## src/rtl/fifo_packer.sv

```systemverilog
// fifo_packer: reads DW-bit words from a FIFO and pairs them into one
// 2*DW-bit packed word (first word in the low half). A lone word still held
// after FLUSH_CYC idle cycles is sent alone with pk_part set. Every output
// comes straight from a register.
module fifo_packer #(
    parameter int DW        = 3,
    parameter int FLUSH_CYC = 8     // legal range 1..255
) (
    input  logic            rclk,
    input  logic            rst,
    input  logic            empy,
    input  logic [DW-1:0]   datout,
    output logic            rd,
    output logic [2*DW-1:0] pk_data,
    output logic            pk_valid,
    output logic            pk_part,
    input  logic            pk_ready,
    output logic [7:0]      wcnt
);

    typedef enum logic [2:0] {
        IDLE,
        RD,
        CAP,
        HOLD,
        SEND
    } state_t;

    // Timer value on which a lone held word is flushed.
    localparam logic [7:0] FLUSH_LAST = 8'(FLUSH_CYC - 1);

    state_t          state_q, state_d;
    logic            slot_q, slot_d;        // 0 = next word goes low, 1 = high
    logic [7:0]      timer_q, timer_d;
    logic [2*DW-1:0] pk_data_q, pk_data_d;
    logic            pk_part_q, pk_part_d;
    logic            rd_q;
    logic            pk_valid_q;
    logic [7:0]      wcnt_q;

    // Next-state decode plus slot, flush timer and packed-word updates.
    always_comb begin
        // NOTE: every signal takes its hold value first, so no path through
        // the case statement can leave one unassigned and infer a latch.
        state_d   = state_q;
        slot_d    = slot_q;
        timer_d   = timer_q;
        pk_data_d = pk_data_q;
        pk_part_d = pk_part_q;

        unique case (state_q)
            IDLE: begin
                if (!empy) state_d = RD;
            end
            RD: begin
                state_d = CAP;
            end
            CAP: begin
                if (!slot_q) begin
                    pk_data_d[DW-1:0] = datout;
                    slot_d            = 1'b1;
                    timer_d           = '0;
                    state_d           = empy ? HOLD : RD;
                end else begin
                    pk_data_d[2*DW-1:DW] = datout;
                    pk_part_d            = 1'b0;
                    state_d              = SEND;
                end
            end
            HOLD: begin
                // A newly arrived word beats the flush, even on the timeout cycle.
                if (!empy) begin
                    state_d = RD;
                end else if (timer_q == FLUSH_LAST) begin
                    pk_data_d[2*DW-1:DW] = '0;
                    pk_part_d            = 1'b1;
                    state_d              = SEND;
                end else begin
                    timer_d = timer_q + 8'd1;
                end
            end
            SEND: begin
                if (pk_ready) begin
                    slot_d  = 1'b0;
                    state_d = IDLE;
                end
            end
            default: begin
                state_d = IDLE;
            end
        endcase
    end

    // State register and registered outputs; rst overrides everything.
    always_ff @(posedge rclk) begin
        // NOTE: non-blocking assignments make every register sample the
        // pre-edge values, independent of statement order.
        if (rst) begin
            state_q    <= IDLE;
            slot_q     <= 1'b0;
            timer_q    <= '0;
            pk_data_q  <= '0;
            pk_part_q  <= 1'b0;
            rd_q       <= 1'b0;
            pk_valid_q <= 1'b0;
            wcnt_q     <= '0;
        end else begin
            state_q    <= state_d;
            slot_q     <= slot_d;
            timer_q    <= timer_d;
            pk_data_q  <= pk_data_d;
            pk_part_q  <= pk_part_d;
            rd_q       <= (state_d == RD);
            pk_valid_q <= (state_d == SEND);
            if (state_d == RD) wcnt_q <= wcnt_q + 8'd1;
        end
    end

    assign rd       = rd_q;
    assign pk_data  = pk_data_q;
    assign pk_valid = pk_valid_q;
    assign pk_part  = pk_part_q;
    assign wcnt     = wcnt_q;

endmodule

```

## config.mk

```make
export PLATFORM = sky130hd
export DESIGN_NAME = fifo_packer
export DESIGN_NICKNAME = d
export VERILOG_FILES = /design/src/rtl/fifo_packer.sv
export SDC_FILE = /design/constraint.sdc
export NUM_CORES = 1
export LEC_CHECK = 0
export BUFFER_PORTS_ARGS = -buffer_cell sky130_fd_sc_hd__buf_4
export CAP_MARGIN = 20
export CORE_MARGIN = 5
export CORE_UTILIZATION = 46
export CTS_BUF_LIST = sky130_fd_sc_hd__clkbuf_8
export DETAILED_ROUTE_END_ITERATION = 6
export GPL_ROUTABILITY_DRIVEN = 1
export GPL_TIMING_DRIVEN = 1
export HOLD_SLACK_MARGIN = 0.02
export PLACE_DENSITY = 0.78
export SYNTH_ARGS = -nofsm -noshare
export SYNTH_HDL_FRONTEND = slang
export SYNTH_SLANG_ARGS = --single-unit
```

## constraint.sdc

```tcl
create_clock -name rclk -period 1.94 [get_ports rclk]
set_input_delay 0.194 -clock rclk [delete_from_list [all_inputs] [get_ports rclk]]
set_output_delay 0.194 -clock rclk [all_outputs]
set_load 0.02 [all_outputs]
```

Word level (Yosys, flattened, before mapping) --
Index checks and enable logic that the tools add are counted.
Cells by class: $add $sub $neg 2, equal/unequal tests 13, muxes and demuxes 21, bitwise logic cells 1, reductions and logical operators 7
Operator list (number):
- $mux 3 | 8
- $mux 8 | 3
- $add 8x1->8 const B | 2
- $pmux 8 s2 | 1
- $pmux 3 s5 | 1
- $ne 2x2->1 const B | 6
- $eq 8x3->1 const B | 1
- $reduce_and 4->1 | 2
- $eq 3x1->1 const B | 2
- $eq 3x2->1 const B | 2
- $eq 3x3->1 const B | 2
- $pmux 3 s2 | 1
- $mux 1 | 4
- $pmux 1 s2 | 2
- $reduce_and 2->1 | 2
- $reduce_bool 2->1 | 2
- $logic_not 3->1 | 1
- $mux 2 | 1
- $not 1->1 | 1
Word-level totals: flip-flop bits (word level) 29, input bits 7, output and inout bits 17

Longest topological paths before layout --
Gate-level depths: netlist of the first run.
word-level depth 5, mapped depth 6, mapped depth without buffers 5

Least setup slack after synthesis of the first run --
OpenSTA, ideal clock, no wires.
path kind reg-to-reg, start register timer_q[0], end register pk_data_q[3] (netlist: pk_data[3]), setup time 117 ps, data arrival time 1535 ps, data required time 1823 ps, setup slack 288 ps, stages on the path, launching flop included 6, path buffers 0, period minus slack after synthesis 1652 ps, path through dfxtp_1 ha_1 nand4bb_1 nor4_1 a311oi_1 a22o_1
On the way: longest elaborated chain between the ends 3
Ends and longest elaborated chain:
- from (decl) | line 34 | logic [7:0] timer_q, timer_d;
- from (signal assigned) | line 110 | timer_q <= timer_d;
- $eq 8x3->1 | line 74 | end else if (timer_q == FLUSH_LAST) begin
- $ne 2x2->1 (no source line)
- $reduce_and 4->1 (no source line)
- to (signal assigned) | line 111 | pk_data_q <= pk_data_d;
- to (decl) | line 35 | logic [2*DW-1:0] pk_data_q, pk_data_d;
No other way between the ends. A chain may end at the register's enable or synchronous reset.

Worst setup path in the final report of the first run --
start register timer_q[0], end register timer_q[6]
On the way: longest elaborated chain between the ends 4, elaborated cells between the ends (all ways) 7
Ends and longest elaborated chain:
- $add 8x1->8 | line 79 | timer_d = timer_q + 8'd1;
- $mux 8 | line 74
- $mux 8 | line 72 | if (!empy) begin
- $pmux 8 s2 | line 51 | unique case (state_q)
Parallel ways exist; a longest one is shown, timed or not. The select of a mux whose other input is x is not followed.

==> flow_summary_export.csv, run 1 <==
group,metric,value,unit
outcome,status,"complete, no violations",
worst_setup_path,cp_slowest_cell,"or4_1",
clock_tree,cts_resized,0,
detailed_routing,wl_per_cell,14.1,µm
floorplan,top_level_ports,24,
worst_setup_path,critPathLaunchType,"register",
yosys,ys_seq_area_share,43.8,%
global_routing,grtUsageTotal,16.2,%
finish,nets,186,
placement,place_area,1550,µm²
worst_setup_path,cp-end-kind,"register",
yosys,yosysWarnings,0,
sta,rsz0062_at_grt,"false",
power,peakVddDrop,623,µV
yosys,syn-num-nets,157,
yosys,yosysUniqueCellTypes,39,
floorplan,die_w,63.7,µm
global_routing,grt_first_pass_wirelength,5310,µm
global_routing,grt_max_degree,22,
sta,tightest_slew,530,ps
yosys,synth-edff-count,0,
yosys,ys_top_cells_by_count,"dfxtp_1 (29), a21oi_1 (15), nor2_1 (15), nand2_1 (10)",
clock_tree,cts_tree,"done",
finish,multi_input_area,707,µm²
detailed_routing,vias,1217,
global_routing,grt_pass1_vias,1190,
sta,finalHoldViolations,0,
floorplan,initial_core_util,48.1,%
placement,port_buffers,23,
clock_tree,cts.htree.levels,2,
sta,finalSetupViolations,0,
finish,register_area,581,µm²
sta,finalCritPeriodShare,92.6,%
worst_setup_path,path_buf_inv,1,
sta,relSlewSlack,64.4,%
clock_tree,cts_root_buffer,"clkbuf_8",
floorplan,dieArea,4060,µm²
placement,finalWeightedCongestion,0.775,
sta,clock.fmax,0.557,GHz
detailed_routing,antenna_left,0,
yosys,yosys-top-cells-area,"dfxtp_1 (44%), a21oi_1 (5.7%), nor2_1 (4.2%)",
floorplan,fp.dieH,63.7,µm
worst_setup_path,crit_family,"simple AND/OR/NAND/NOR gates",
power,p_leak,0.622,nW
yosys,ys_ff_latch,29,
clock_tree,numClockSinks,29,
clock_tree,cts-hold-fix-buffers,0,
clock_tree,clk_pin_slew,60,ps
finish,num_antenna_cells,0,
floorplan,coreArea,2760,µm²
finish,drive_gt1_share,23.7,%
detailed_routing,drc,0,
worst_setup_path,slowest_delay,510,ps
sta,clock_skew,4.39,ps
yosys,syn_avg_cell_area,8.96,µm²
power,powerDensity,787,nW/µm²
sta,fin_tns_setup,0,ps
job,cap_violations,0,
worst_setup_path,cp.required,2140,ps
detailed_routing,vias_per_cell,5.85,
worst_setup_path,crit_type,"reg2reg",
finish,fillers,253,
clock_tree,numCtsBuffers,5,
detailed_routing,wirelength,2940,µm
finish,fin_area,1640,µm²
detailed_routing,drt-initial-drc-count,65,
yosys,postSynthCellCount,148,
yosys,yosysTopAreaCell,"dfxtp_1",
worst_setup_path,cp.arrival,2000,ps
sta,layout_min_cycle_time,1800,ps
worst_setup_path,cp_max_fo,15,
yosys,synth_top_area_share,43.8,%
clock_tree,clockBufferDepth,2,
sta,finalMaxSlewViolations,0,
sta,whs,154,ps
yosys,netlist_area,1330,µm²
clock_tree,post_cts_buffers,0,
global_routing,overflow,0,
hold_path,min_path_type,"in2reg",
worst_setup_path,worstPathCellList,"ha_2 -> nand4bb_1 -> o2111ai_2 -> buf_4 -> or4_1 -> a21oi_1",
yosys,synth.most_common_cell,"dfxtp_1",
yosys,synthFlopType,"dfxtp_1",
detailed_routing,drt_pass1_iterations,4,
floorplan,num_rows,19,
finish,area_growth,23.8,%
yosys,synthArstFlopShare,0,%
global_routing,grt_antenna_before_repair,0,
placement,dpl.hpwl,2190,µm
clock_tree,clock_latency,270,ps
## registers in the layout (all words and copies together) (netlist names)
name / flops
slot_q: 1
pk_part: 1
timer_q: 8
pk_data: 6
wcnt: 8
pk_valid: 1
rd: 1
state_q: 3
## worst paths after layout
check                          startpoint                 endpoint  slack (ps)  cells past startpoint
setup reg to reg  timer_q[0]$_SDFFE_PP0P_  timer_q[6]$_SDFFE_PP0P_         140                      6
hold reg to reg   pk_data[3]$_SDFFE_PP0P_  pk_data[3]$_SDFFE_PP0P_         480                      1
setup / recovery  timer_q[0]$_SDFFE_PP0P_  timer_q[6]$_SDFFE_PP0P_         140                      6
hold / removal                  datout[0]  pk_data[3]$_SDFFE_PP0P_         150                      2
## cell usage in the layout (no fill, tap or decap), drive strengths merged
cell type   n
o31ai       5
and3        1
nor2       15
a22o        3
or4         6
nor4bb      1
nand3       7
nand4bb     1
nor4        1
o211ai      2
xnor2       1
a211oi      3
nand3b      1
inv         4
nand2b      4
nor3        3
buf        29
and2b       1
o41ai       1
o21ai       6
or4b        1
or3         5
a311oi      2
nand4       1
ha          2
nand2      10
a21oi      15
xor2        2
mux2i       4
dfxtp      29
o21a        1
or2         2
o2111ai     1
clkbuf      6
nor4b       1
## cell families (layout without fill, tap and decap cells)
kind of cell               Yosys count  in the layout  share of synthesized area (%)
adders and majority gates            2              2                           1.89
DFF                                 29             29                           43.8
AOI/OAI and AO/OA                   39             39                           19.2
buffers and inverters               10             39                           3.58
and+or+nand+nor                     61             61                           26.5
xor gates and xnor gates             3              3                           1.98
muxes                                4              4                           3.02
## power breakdown
group          internal (mW)  switching [mW]  total (mW)  leakage [nW]
registers              0.618          0.0284       0.646         0.235
clock network          0.275           0.207       0.482        0.0485
logic                 0.0728          0.0905       0.163         0.339
total                  0.966           0.326        1.29         0.622
## layer usage
metal  share of wire, %  GRT usage, %  routed length (µm)  vias up
met1                 44          19.3                1300      581
met2                 51          26.8                1490       26
li1                   -             -                   -      605
met3                3.3          3.91                  97        5
met5                  0             0                   0        -
met4                1.7          8.05                  51        0
## stage by stage
| step | worst slack (ps) | total power [mW] | utilization, % | instances |
|---|---|---|---|---|
| final | 144 | 1.29 | 59.5 | 208 |
| after global routing | 15.5 | 1.36 | 59.5 | 208 |
| after CTS | 112 | 1.31 | 59.2 | 208 |
| after detailed placement | 131 | 0.822 | 56.1 | 201 |
| after global placement | 212 | 0.812 | 56.1 | 201 |
| after floorplan | 288 | 0.762 | - | 148 |
## layout make-up
cell class,instances,share of cell area (%)
inverters,3,0.686
flip-flops and latches,29,35.4
well taps,31,2.36
clock inverters,1,0.229
clock buffers,6,5.03
repair buffers,29,13.3
multi-input cells,109,43.1
Power figures use the tool's default switching activity.
==> run 2, diff against run 1 <==
==> config.mk (replaced) <==
export PLATFORM = sky130hd
export DESIGN_NAME = fifo_packer
export DESIGN_NICKNAME = d
export VERILOG_FILES = /design/src/rtl/fifo_packer.sv
export SDC_FILE = /design/constraint.sdc
export NUM_CORES = 1
export LEC_CHECK = 0
export CAP_MARGIN = 20
export CORE_MARGIN = 5
export CORE_UTILIZATION = 46
export CTS_BUF_LIST = sky130_fd_sc_hd__clkbuf_8
export DETAILED_ROUTE_END_ITERATION = 6
export DONT_BUFFER_PORTS = 1
export GPL_ROUTABILITY_DRIVEN = 1
export GPL_TIMING_DRIVEN = 1
export HOLD_SLACK_MARGIN = 0.02
export PLACE_DENSITY = 0.71
export SYNTH_ARGS = -nofsm -noshare
export SYNTH_HDL_FRONTEND = slang
export SYNTH_SLANG_ARGS = --single-unit
==> flow_summary_export.csv, run 2 (synthesis results as in run 1) <==
group,metric,value,unit
detailed_routing,vias_per_cell,6.16,
floorplan,coreArea,2760,µm²
sta,finalSetupViolations,0,
sta,relSlewSlack,59.4,%
worst_setup_path,cp.arrival,1930,ps
sta,finalHoldViolations,0,
finish,layout_common_cells,"dfxtp_1 (29), a21oi_1 (15), nor2_1 (15)",
finish,num_antenna_cells,0,
detailed_routing,wirelength,2820,µm
worst_setup_path,cp_max_fo,9,
global_routing,grt_first_pass_wirelength,4810,µm
clock_tree,cts_root_buffer,"clkbuf_8",
finish,fin_area,1460,µm²
finish,fillers,269,
detailed_routing,wl_per_cell,15.3,µm
floorplan,die_w,63.7,µm
worst_setup_path,critPathLaunchType,"register",
floorplan,fp.dieH,63.7,µm
floorplan,initial_core_util,48.1,%
global_routing,grt_pass1_vias,1098,
placement,place_area,1360,µm²
clock_tree,cts_tree,"done",
detailed_routing,drt-initial-drc-count,42,
sta,tightest_slew,607,ps
worst_setup_path,cp-end-kind,"register",
floorplan,dieArea,4060,µm²
clock_tree,clockBufferDepth,2,
detailed_routing,drt_pass1_iterations,4,
clock_tree,post_cts_buffers,0,
sta,clock.fmax,0.570,GHz
finish,layout_commonest_cell,"dfxtp_1",
clock_tree,cts.htree.levels,2,
outcome,status,"complete, no violations",
job,cap_violations,0,
worst_setup_path,worstPathCellList,"or4b_1 -> o2111ai_2 -> buf_4 -> xor2_1 -> nor2_1",
sta,fin_tns_setup,0,ps
floorplan,num_rows,19,
global_routing,overflow,0,
placement,port_buffers,0,
worst_setup_path,reg2reg_slack,180,ps
finish,nets,162,
sta,finalCritPeriodShare,90.5,%
global_routing,grt_max_degree,17,
worst_setup_path,slowest_delay,480,ps
global_routing,grt_antenna_before_repair,0,
floorplan,top_level_ports,24,
finish,drive_gt1_share,9.80,%
finish,area_growth,9.72,%
clock_tree,cts_resized,0,
detailed_routing,antenna_left,0,
global_routing,grtUsageTotal,14.8,%
placement,finalWeightedCongestion,0.724,
power,p_leak,0.499,nW
clock_tree,clk_pin_slew,60,ps
sta,rsz0062_at_grt,"false",
sta,clock_skew,3.71,ps
sta,finalMaxSlewViolations,0,
placement,dpl.hpwl,2040,µm
sta,layout_min_cycle_time,1760,ps
clock_tree,clock_latency,270,ps
hold_path,min_path_type,"in2reg",
power,peakVddDrop,569,µV
power,powerDensity,863,nW/µm²
worst_setup_path,crit_type,"reg2reg",
clock_tree,numCtsBuffers,5,
worst_setup_path,cp_slowest_cell,"or4b_1",
detailed_routing,vias,1133,
detailed_routing,drc,0,
worst_setup_path,cp.required,2110,ps
clock_tree,numClockSinks,29,
==> run 2: cell types whose count changed in the layout (fill, tap and decap cells not counted), sizes merged <==
| cell | previous run | this run |
|---|---|---|
| dlygate4sd3 | 0 | 1 |
| buf | 29 | 4 |
==> run 2: timing repair <==
action	4_1_cts	5_1_grt
setup endpoints to repair	0	0
hold endpoints to repair	16	0
hold buffers	1	0
==> run 2: layer usage <==
metal	vias up	global-route usage, %	wire, µm
li1	558	-	-
met1	538	16.5	1170
met2	30	23.5	1380
met3	7	5.33	189
met4	0	9.87	79
met5	-	0	0
==> run 2: final cells by class <==
cell class	count	area, µm²	share of cell area (%)
multi-input combinational	109	698	48.0
clock buffer	6	82.6	5.67
sequential	29	581	39.9
clock inverter	1	3.75	0.258
timing repair buffer	5	40.0	2.75
tap	31	38.8	2.67
inverter	3	11.3	0.774
==> run 2: worst max-delay path, delay by kind of cell, from the launching register on <==
| family | cells | cell delay (ps) |
|---|---|---|
| AO/OA/AOI/OAI | 1 | 300 |
| flip-flops | 1 | 450 |
| buffers and inverters | 1 | 220 |
| XOR/XNOR | 1 | 150 |
| AND/OR/NAND/NOR | 2 | 530 |
==> run 2: final timing paths <==
| check | start | to | cells after the start |
|---|---|---|---|
| setup / recovery | state_q[0]$_SDFF_PP0_ | timer_q[0]$_SDFFE_PP0P_ | 5 |
| hold / removal | datout[0] | pk_data[3]$_SDFFE_PP0P_ | 1 |
| setup reg to reg | state_q[0]$_SDFF_PP0_ | timer_q[0]$_SDFFE_PP0P_ | 5 |
| hold reg to reg | timer_q[6]$_SDFFE_PP0P_ | timer_q[6]$_SDFFE_PP0P_ | 2 |
==> run 2: stage by stage <==
| step | instances | worst slack [ps] | hold WS (ps) | power [mW] | util [%] |
|---|---|---|---|---|---|
| global placement | 176 | 240 | 266 | 0.773 | 49.3 |
| floorplan | 148 | 288 | 327 | 0.762 | - |
| finish | 184 | 184 | 50.1 | 1.26 | 52.8 |
| detailed placement | 176 | 186 | 269 | 0.780 | 49.3 |
| global route | 184 | 55.0 | 36.3 | 1.33 | 52.8 |
| CTS | 184 | 173 | 40.1 | 1.28 | 52.8 |
==> run 2: report_power, final <==
group	switching, mW	internal [mW]	leakage [nW]
logic	0.0629	0.0467	0.216
clock network	0.208	0.275	0.0485
registers	0.0453	0.618	0.235
==> run 3, diff against run 2 <==
--- a/config.mk
+++ b/config.mk
@@ -7,14 +7,14 @@
 export LEC_CHECK = 0
 export CAP_MARGIN = 20
 export CORE_MARGIN = 5
-export CORE_UTILIZATION = 46
+export CORE_UTILIZATION = 64
 export CTS_BUF_LIST = sky130_fd_sc_hd__clkbuf_8
 export DETAILED_ROUTE_END_ITERATION = 6
 export DONT_BUFFER_PORTS = 1
 export GPL_ROUTABILITY_DRIVEN = 1
 export GPL_TIMING_DRIVEN = 1
 export HOLD_SLACK_MARGIN = 0.02
-export PLACE_DENSITY = 0.71
+export PLACE_DENSITY = 0.9
 export SYNTH_ARGS = -nofsm -noshare
 export SYNTH_HDL_FRONTEND = slang
 export SYNTH_SLANG_ARGS = --single-unit
==> flow_summary_export.csv, run 3 (synthesis results as in run 1) <==
group,metric,value,unit
clock_tree,cts.htree.levels,2,
detailed_routing,drt_pass1_iterations,4,
worst_setup_path,cp_max_fo,11,
detailed_routing,drt-initial-drc-count,27,
finish,layout_common_cells,"dfxtp_1 (29), a21oi_1 (15), nor2_1 (15)",
sta,clock.fmax,0.529,GHz
sta,clock_skew,2.56,ps
global_routing,grt_pass1_vias,1184,
worst_setup_path,path_buf_inv,1,
clock_tree,cts_root_buffer,"clkbuf_8",
worst_setup_path,crit_family,"simple AND/OR/NAND/NOR gates",
placement,finalWeightedCongestion,0.815,
sta,fin_tns_setup,0,ps
detailed_routing,highest_layer,"met4",
floorplan,top_level_ports,24,
clock_tree,clockBufferDepth,2,
worst_setup_path,rr_worst_depth,6,
job,cap_violations,0,
detailed_routing,vias,1182,
power,p_clk_share,38.3,%
power,switching_share,25.7,%
sta,relSlewSlack,58.1,%
outcome,status,"complete, no violations",
sta,layout_min_cycle_time,1890,ps
power,peakVddDrop,723,µV
placement,dpl.hpwl,2120,µm
worst_setup_path,reg2reg_slack,50,ps
hold_path,min_path_type,"in2reg",
finish,layout_commonest_cell,"dfxtp_1",
detailed_routing,wl_per_cell,17.2,µm
detailed_routing,wirelength,3110,µm
sta,whs,54.1,ps
power,p_sw,0.327,mW
worst_setup_path,cp-startpoint,"timer_q[0]$_SDFFE_PP0P_",
power,power_frac_comb,9.8,%
worst_setup_path,cp.arrival,2100,ps
finish,area_growth,11.3,%
worst_setup_path,worstPathCellList,"ha_1 -> nand4bb_1 -> o2111ai_4 -> buf_4 -> or3_1 -> a21oi_1",
floorplan,coreArea,1960,µm²
worst_setup_path,r2r-start,"timer_q[0]$_SDFFE_PP0P_",
clock_tree,numClockSinks,29,
floorplan,fp.dieH,55.5,µm
clock_tree,clock_latency,280,ps
detailed_routing,drc,0,
global_routing,grt_first_pass_wirelength,5130,µm
clock_tree,numCtsBuffers,5,
worst_setup_path,slowest_delay,350,ps
worst_setup_path,crit_end,"timer_q[3]$_SDFFE_PP0P_",
floorplan,dieArea,3080,µm²
power,p_leak,0.506,nW
sta,finalMaxSlewViolations,0,
worst_setup_path,critPathLaunchType,"register",
worst_setup_path,r2r_end,"timer_q[3]$_SDFFE_PP0P_",
sta,finalSetupViolations,0,
finish,nets,163,
power,p_int,0.944,mW
floorplan,initial_core_util,67.6,%
placement,port_buffers,0,
detailed_routing,vias_per_cell,6.53,
worst_setup_path,crit_type,"reg2reg",
detailed_routing,antenna_left,0,
finish,num_antenna_cells,0,
global_routing,grtUsageTotal,21.5,%
sta,finalCritPeriodShare,97.5,%
detailed_routing,wirelength_met1,1190,µm
clock_tree,clk_pin_slew,60,ps
worst_setup_path,cp.required,2150,ps
power,power,1.27,mW
finish,fillers,140,
worst_setup_path,cp-end-kind,"register",
floorplan,num_rows,16,
clock_tree,cts_tree,"done",
sta,postLayoutSetupSlackWorst,47.9,ps
worst_setup_path,cp_slowest_cell,"or3_1",
finish,drive_gt1_share,10.4,%
sta,tightest_slew,626,ps
detailed_routing,route.met2.wl,1560,µm
power,powerDensity,861,nW/µm²
power,power_frac_seq,51.9,%
global_routing,overflow,0,
detailed_routing,dr_wl_met3,272,µm
worst_setup_path,cp.depth,6,
placement,place_ws,56.6,ps
global_routing,grt_max_degree,17,
sta,finalHoldViolations,0,
global_routing,grt_antenna_before_repair,0,
floorplan,die_w,55.5,µm
[run 3: changes by cell type in the layout (fill, tap and decap cells not counted), sizes merged]
cell	before	now
buf	4	5
[run 3: area by class of cell]
type	instances	area, µm²	share of cell area, %
multi-input combinational	109	717	48.6
sequential	29	581	39.3
timing repair buffer	6	47.5	3.22
tap	27	33.8	2.29
inverter	3	11.3	0.763
clock buffer	6	82.6	5.59
clock inverter	1	3.75	0.254
[run 3: worst min path at each step]
stage	from	to	slack, ps	cells past startpoint
final	datout[0]	pk_data[3]$_SDFFE_PP0P_	50	1
after CTS	datout[0]	pk_data[3]$_SDFFE_PP0P_	50	1
after floorplan	datout[0]	pk_data[3]$_SDFFE_PP0P_	330	1
after global routing	datout[1]	pk_data[4]$_SDFFE_PP0P_	40	1
after global placement	rst	wcnt[6]$_SDFFE_PP0N_	270	1
after detailed placement	rst	wcnt[3]$_SDFFE_PP0N_	270	1
[run 3: timing repair]
action	CTS	global route
setup endpoints to repair	0	6
endpoints found under the hold margin	16	0
buffers inserted	0	0
hold buffers	1	0
resized for setup	0	2
[run 3: layer usage]
layer	up-vias	GRT usage, %
li1	557	-
met1	571	21.1
met2	41	36.7
met3	13	11.0
met4	0	11.1
met5	-	0
[run 3: power groups by stage]
stage | registers, mW | logic, mW | clock network, mW
6_report | 0.659 | 0.125 | 0.487
5_1_grt | 0.661 | 0.141 | 0.526
4_1_cts | 0.659 | 0.118 | 0.492
3_5_place_dp | 0.672 | 0.111 | 0
3_3_place_gp | 0.669 | 0.103 | 0
2_1_floorplan | 0.663 | 0.0994 | 0
[run 3: metrics by stage]
step                cells  utilization [%]  area (µm²)
detailed placement    173             69.4        1360
finish                181             75.3        1480
CTS                   181             74.3        1460
global placement      173             69.4        1360
global route          181             75.3        1480
floorplan             148                -        1330
[run 3: worst register-to-register path, cell delays in order, from the launching register on]
cell and delay [ps]:
dfxtp_1 330, ha_1 250, nand4bb_1 220, o2111ai_4 260, buf_4 220, or3_1 350
a21oi_1 180
